[config.mk]
export PLATFORM = sky130hd
export DESIGN_NAME = sm_datapath_flat
export DESIGN_NICKNAME = d
export VERILOG_FILES = /design/src/rtl/sm_datapath_if.sv /design/src/rtl/sm_datapath.sv /design/src/flat_wrapper.sv
export SDC_FILE = /design/constraint.sdc
export NUM_CORES = 1
export LEC_CHECK = 0
export CORE_MARGIN = 8
export CORE_UTILIZATION = 49
export CTS_BUF_LIST = sky130_fd_sc_hd__clkbuf_4 sky130_fd_sc_hd__clkbuf_8 sky130_fd_sc_hd__clkbuf_16
export CTS_CLUSTER_SIZE = 20
export DETAILED_ROUTE_END_ITERATION = 10
export GPL_ROUTABILITY_DRIVEN = 0
export PLACE_DENSITY = 0.9
export SYNTH_ARGS = -nofsm -noshare
export SYNTH_HDL_FRONTEND = slang
export SYNTH_SLANG_ARGS = --single-unit
[constraint.sdc]
create_clock -name clk -period 3.01 [get_ports clk]
set_clock_uncertainty 0.2 [all_clocks]
set_input_delay 0.301 -clock clk [delete_from_list [all_inputs] [get_ports clk]]
set_output_delay 0.301 -clock clk [all_outputs]
set_load 0.005 [all_outputs]
[src/rtl/sm_datapath_if.sv]
// rtl/sm_datapath_if.sv - strobe/operand bus between the multiplier controller and its datapath
//
// Purpose: groups the controller-to-datapath strobes and operands and the
// datapath status returned to the controller.
// Signals:
//   md_in   [NUM_BITS]        multiplicand source value
//   mr_in   [NUM_BITS]        multiplier source value
//   mdld, mrld                load MD / MR
//   rsload, rsclear, rsshr    running-sum add / clear / shift strobes
//   mr      [NUM_BITS]        MR register contents
//   product [2*NUM_BITS]      RS register contents
//   nshift  [clog2(N+1)]      shifts since last clear, saturating at NUM_BITS
//   err                       sticky protocol-violation flag
// Modports: master (controller side), slave (datapath side).
interface sm_datapath_if #(
  parameter int NUM_BITS = 4
);
  localparam int CW = $clog2(NUM_BITS + 1);

  logic [NUM_BITS-1:0]   md_in;
  logic [NUM_BITS-1:0]   mr_in;
  logic                  mdld;
  logic                  mrld;
  logic                  rsload;
  logic                  rsclear;
  logic                  rsshr;
  logic [NUM_BITS-1:0]   mr;
  logic [2*NUM_BITS-1:0] product;
  logic [CW-1:0]         nshift;
  logic                  err;

  modport master (
    output md_in, mr_in, mdld, mrld, rsload, rsclear, rsshr,
    input  mr, product, nshift, err
  );

  modport slave (
    input  md_in, mr_in, mdld, mrld, rsload, rsclear, rsshr,
    output mr, product, nshift, err
  );
endinterface

[src/rtl/sm_datapath.sv]
// rtl/sm_datapath.sv - shift-and-add multiplier datapath (MD, MR, RS, carry, shift count)
//
// Purpose: holds the multiplicand, multiplier and running-sum registers and
// executes the controller strobes; product = MD*MR after the standard
// clear / (add-if-bit, shift) x NUM_BITS sequence.
// Ports:
//   clk   in   single clock, all state updates on the rising edge
//   rst   in   synchronous active-high reset, overrides every strobe
//   bus   sm_datapath_if.slave (operands, strobes, mr/product/nshift/err)
// Optional feature: define SM_DP_PROTOCOL_CHECK_EN to build the sticky
// protocol checker driving err; otherwise err is tied low.
module sm_datapath #(
  parameter int NUM_BITS = 4
) (
  input  logic          clk,
  input  logic          rst,
  sm_datapath_if.slave  bus
);
  localparam int CW = $clog2(NUM_BITS + 1);
  localparam logic [CW-1:0] NS_MAX = CW'(NUM_BITS);

  logic [NUM_BITS-1:0]   md_q, md_d;
  logic [NUM_BITS-1:0]   mr_q, mr_d;
  logic [2*NUM_BITS-1:0] rs_q, rs_d;
  logic                  c_q, c_d;
  logic [CW-1:0]         ns_q, ns_d;
  logic [NUM_BITS:0]     sum;
  logic [CW-1:0]         ns_inc;

  // Adder always sees pre-edge MD, so an MD load lands one cycle before use.
  assign sum    = {1'b0, rs_q[2*NUM_BITS-1:NUM_BITS]} + {1'b0, md_q};
  assign ns_inc = (ns_q == NS_MAX) ? ns_q : ns_q + 1'b1;

  always_comb begin
    md_d = bus.mdld ? bus.md_in : md_q;
    mr_d = bus.mrld ? bus.mr_in : mr_q;
    rs_d = rs_q;
    c_d  = c_q;
    ns_d = ns_q;
    if (bus.rsclear) begin
      rs_d = '0;
      c_d  = 1'b0;
      ns_d = '0;
    end else begin
      unique case ({bus.rsload, bus.rsshr})
        2'b10: begin
          c_d  = sum[NUM_BITS];
          rs_d = {sum[NUM_BITS-1:0], rs_q[NUM_BITS-1:0]};
        end
        2'b01: begin
          c_d  = 1'b0;
          rs_d = {c_q, rs_q[2*NUM_BITS-1:1]};
          ns_d = ns_inc;
        end
        2'b11: begin
          // Fused add-then-shift: the sum's carry becomes the new RS MSB.
          c_d  = 1'b0;
          rs_d = {sum, rs_q[NUM_BITS-1:1]};
          ns_d = ns_inc;
        end
        default: ;
      endcase
    end
  end

  always_ff @(posedge clk) begin
    if (rst) begin
      md_q <= '0;
      mr_q <= '0;
      rs_q <= '0;
      c_q  <= 1'b0;
      ns_q <= '0;
    end else begin
      md_q <= md_d;
      mr_q <= mr_d;
      rs_q <= rs_d;
      c_q  <= c_d;
      ns_q <= ns_d;
    end
  end

`ifdef SM_DP_PROTOCOL_CHECK_EN
  logic err_q, err_d;

  // Sticky until rst; rsclear deliberately leaves it alone.
  always_comb begin
    err_d = err_q
          | (bus.rsshr  && (ns_q == NS_MAX))
          | (bus.rsload && bus.rsclear)
          | (bus.mdld   && bus.rsload);
  end

  always_ff @(posedge clk) begin
    if (rst) err_q <= 1'b0;
    else     err_q <= err_d;
  end

  assign bus.err = err_q;
`else
  assign bus.err = 1'b0;
`endif

  assign bus.mr      = mr_q;
  assign bus.product = rs_q;
  assign bus.nshift  = ns_q;
endmodule

[src/flat_wrapper.sv]
// flat-port wrapper written by rule: the top's interface ports become plain ports
module sm_datapath_flat 
#(
  parameter int NUM_BITS = 4
)
  (clk, rst, bus_md_in, bus_mr_in, bus_mdld, bus_mrld, bus_rsload, bus_rsclear, bus_rsshr, bus_mr, bus_product, bus_nshift, bus_err);
  sm_datapath_if #(.NUM_BITS(NUM_BITS)) bus_i ();
  input  logic clk;
  input  logic rst;
  input wire logic [$bits(bus_i.md_in)-1:0] bus_md_in;
  input wire logic [$bits(bus_i.mr_in)-1:0] bus_mr_in;
  input wire logic [$bits(bus_i.mdld)-1:0] bus_mdld;
  input wire logic [$bits(bus_i.mrld)-1:0] bus_mrld;
  input wire logic [$bits(bus_i.rsload)-1:0] bus_rsload;
  input wire logic [$bits(bus_i.rsclear)-1:0] bus_rsclear;
  input wire logic [$bits(bus_i.rsshr)-1:0] bus_rsshr;
  output wire logic [$bits(bus_i.mr)-1:0] bus_mr;
  output wire logic [$bits(bus_i.product)-1:0] bus_product;
  output wire logic [$bits(bus_i.nshift)-1:0] bus_nshift;
  output wire logic [$bits(bus_i.err)-1:0] bus_err;
  assign bus_i.md_in = bus_md_in;
  assign bus_i.mr_in = bus_mr_in;
  assign bus_i.mdld = bus_mdld;
  assign bus_i.mrld = bus_mrld;
  assign bus_i.rsload = bus_rsload;
  assign bus_i.rsclear = bus_rsclear;
  assign bus_i.rsshr = bus_rsshr;
  assign bus_mr = bus_i.mr;
  assign bus_product = bus_i.product;
  assign bus_nshift = bus_i.nshift;
  assign bus_err = bus_i.err;
  sm_datapath #(.NUM_BITS(NUM_BITS)) u_core (.clk(clk), .rst(rst), .bus(bus_i));
endmodule
Word level (Yosys, flattened, before mapping)
Index checks and enable logic that the tools add are counted.
{ "word_totals": {"reg_bits": 20, "in_bits": 15, "wordCells": 23} }
{ "classes": {"addsub": 2, "eq_ne": 4, "mux": 2, "bitwise_logic": 2, "n_reduce_logical": 7} }
{ "op_table": {"columns": ["operator", "n"], "rows": [
  ["$pmux W8 S3", 1],
  ["$add A4 B4 Y5", 1],
  ["$eq A2 B2 Y1 const B", 2],
  ["$reduce_and A2 Y1", 2],
  ["$reduce_bool A2 Y1", 2],
  ["$reduce_or A2 Y1", 2],
  ["$add A3 B1 Y3 const B", 1],
  ["$eq A3 B3 Y1 const B", 1],
  ["$reduce_bool A3 Y1", 1],
  ["$eq A2 B1 Y1 const B", 1],
  ["$not A1 Y1", 2],
  ["$pmux W1 S2", 1]
]} }

Logic depth before layout (Yosys ltp)
{ "depth": {"depth_word": 3, "ltp_mapped": 6, "mapped_depth_nobuf": 6} }

Worst setup path before layout
Ideal clock, no wire load.
{ "synth_timing": {"path_kind": "register to register", "start": "register u_core.rs_q[4], in the netlist u_core.bus.product[4]", "end": "register u_core.rs_q[4], in the netlist u_core.bus.product[4]", "t_arrival_ns": 1.553, "t_required_ns": 2.692, "setup_slack_ns": 1.140, "stages_incl_launch_ff": 5, "n_path_buf": 0, "synth_period_minus_slack_ns": 1.870, "path_cell_list": "dfxtp_1 > ha_1 > fa_1 > mux4_1 > nor2b_1"} }
{ "synth_via": {"elab_chain_cells": 2} }
{ "synth_rtl": {"columns": ["item", "line", "rtl"], "rows": [
  ["from (decl)", "sm_datapath.sv:24", "logic [2*NUM_BITS-1:0] rs_q, rs_d;"],
  ["from (signal assigned)", "sm_datapath.sv:76", "rs_q <= rs_d;"],
  ["$add A4 B4 Y5", "sm_datapath.sv:31", "assign sum = {1'b0, rs_q[2*NUM_BITS-1:NUM_BITS]} + {1'b0, md_q};"],
  ["$pmux W8 S3", "sm_datapath.sv:45", "unique case ({bus.rsload, bus.rsshr})"]
]} }
Every way passes these cells. The select of a mux whose other input is x is not followed.
A chain may end at the register's enable or synchronous reset.

Worst setup path in the final report
{ "layout_timing": {"start": "register u_core.rs_q[4], in the netlist u_core.bus.product[4]", "end": "register u_core.rs_q[6], in the netlist u_core.bus.product[6]"} }
Same word-level chain as after synthesis.

==> results.ini <==
[worst_hold_path]
min_path_type=reg2reg
hold_start=u_core.bus.mr[2]

[floorplanning]
initial_utilization_pct=52.2
die_area_um2=3840
die_x_um=62.0
boundaryPins=31
die_height_um=62.0
std_cell_rows=16
core_area_um2=1980

[timing]
max_freq_mhz=510
tns_ps=0
drv_slew=0
setup_viol=0
rsz0062_at_grt=false
finalCriticalPeriod_ps=1960
fin_crit_sh_pct=65.2
finalHoldViolCount=0

[clocking]
clkLatencyLatePin_ps=290
h-tree-depth=1
cts_root_buf=clkbuf_4
path_clk_slew_ps=100
numCtsBuffers=3
cts_setup_buffers=0
post_cts_resized=0
cts.path.max_buffers=2
cts_num_sinks=20
cts_hold_buf=0
cts_tree=built

[cells_and_area]
final_cell_mix=clkdlybuf4s50_1, dfxtp_1, nor2_1
nets=151
multi_input_area_um2=566
antenna_cells=0
layout-drive-gt1-share_pct=7.87
nFillCells=167
seq_area_um2=400
area_growth_pct=28.3
final_core_util_pct=67.0
layout.cells.most_common=clkdlybuf4s50_1

[worst_setup_path]
reg2reg_from=u_core.bus.product[4]
path_max_fanout=4
worstPathRequired_ps=3010
slowest_delay_ps=410
start_kind=flip-flop
crit_chain=ha_1 -> fa_1 -> xnor2_1 -> o221a_1 -> a311oi_1
endpoint_kind=flip-flop
worst_path_max_delay_cell=fa_1
crit_type=reg2reg
crit_start=u_core.bus.product[4]
arrival_ps=1960

[drt]
postRouteAntennaNets=0
via_per_inst=5.41
dr.max_layer_used=met4
vias=833
routed_wl_mm=2.18
wl_met1_um=933
drt_iter0_drc=12
wl_per_cell_um=14.2
met2WireLength_mm=1.15
wl_met3_um=52
route.detailed.drc=0
dr.pass1.iters=4

[global_routing]
grt_overflow=0
grt_pass1_wl_mm=3.52
grt_max_degree=16
grt_antenna_before_repair=0
grt_pass1_vias=827
grt_usage_pct=12.1

[logic_synthesis]
synth_edf_count=0
synth_flop_cell=dfxtp_1
synth_cells=102
syn-mean-instance-area_um2=10.1
syn-cell-area_um2=1030
synthArstFlopShare_pct=0
synth_seq_cells=20
yosysUniqueCellTypes=32
synth_fp_nets=124
seq_area_frac_synth_pct=38.7
ys_warn_count=0

[placed_design]
port_buffers=29
dp.final_hpwl_mm=1.76

[run]
maxCapViolations=0

[power_and_ir_drop]
power_density_nw_per_um2=370
ir_drop_mv=0.287
leakage_nw=0.566

[status]
run_status=completed

[layout make-up]
| cell class | instances | area share [%] |
|---|---|---|
| Sequential cell | 20 | 30.2 |
| Clock buffer | 3 | 1.70 |
| Multi-Input combinational cell | 72 | 42.6 |
| Inverter | 2 | 0.566 |
| Timing Repair Buffer | 30 | 22.4 |
| Tap cell | 27 | 2.54 |
[report_power, final]
group	internal, W	switching [W]
registers	0.000275	0.00000793
logic	0.0000525	0.0000376
clock network	0.0000465	0.0000717
[sequential cells by signal (all words and copies together), names as in the netlist]
register            cells
u_core.md_q             4
u_core.bus.product      8
u_core.bus.nshift       3
u_core.bus.mr           4
u_core.c_q              1
[cell usage after synthesis, types with 2 or more instances]
cell type,count,area [um^2]
a211oi_1,5,37.5
and2b_2,3,26.3
inv_1,2,7.51
a21oi_1,4,20.0
nand4b_1,2,17.5
ha_1,6,75.1
clkbuf_1,2,7.51
dfxtp_1,20,400
mux2i_1,13,130
nand2_1,3,11.3
xnor2_1,2,17.5
nor2_1,17,63.8
buf_2,3,15.0
a21o_1,2,15.0
[path summary, 6_finish.rpt]
kind	endpoint	slack [ps]	cells after the start
min reg2reg	u_core.bus.mr[2]	310	2
min	u_core.bus.mr[2]	310	2
max	u_core.bus.product[6]	1050	5
max reg2reg	u_core.bus.product[6]	1050	5
[critical path: cells and delay by family, from the launching register on]
| kind | cells | cell delay, ps |
|---|---|---|
| xor+xnor | 1 | 170 |
| fa+ha+maj | 2 | 640 |
| flops | 1 | 350 |
| compound gates | 2 | 500 |
[cells by family after synthesis]
kind of cell | count (synthesis) | share of synthesized area, %
AND/OR/NAND/NOR | 31 | 15.8
flip-flops | 20 | 38.7
AO/OA/AOI/OAI | 17 | 12.5
multiplexers | 14 | 15.1
buffers and inverters | 10 | 6.65
adder cells (fa/ha/maj) | 7 | 9.19
XOR/XNOR | 2 | 1.69
other | 1 | 0.362
[metrics by stage]
step	hold slack (ps)	setup WS [ps]	power, W	cell area (um^2)	cells
after floorplan	248	1140	0.000342	1030	102
after global placement	277	952	0.000375	1310	151
after detailed placement	287	886	0.000379	1310	151
after CTS	311	1030	0.000498	1330	154
after global routing	344	918	0.000517	1330	154
final	308	1050	0.000491	1330	154
[routing by layer]
metal,up-vias,track usage (%)
li1,409,-
met1,403,13.4
met2,17,21.1
met3,4,1.44
met4,0,8.12
met5,-,0
Power figures use the tool's default switching activity.
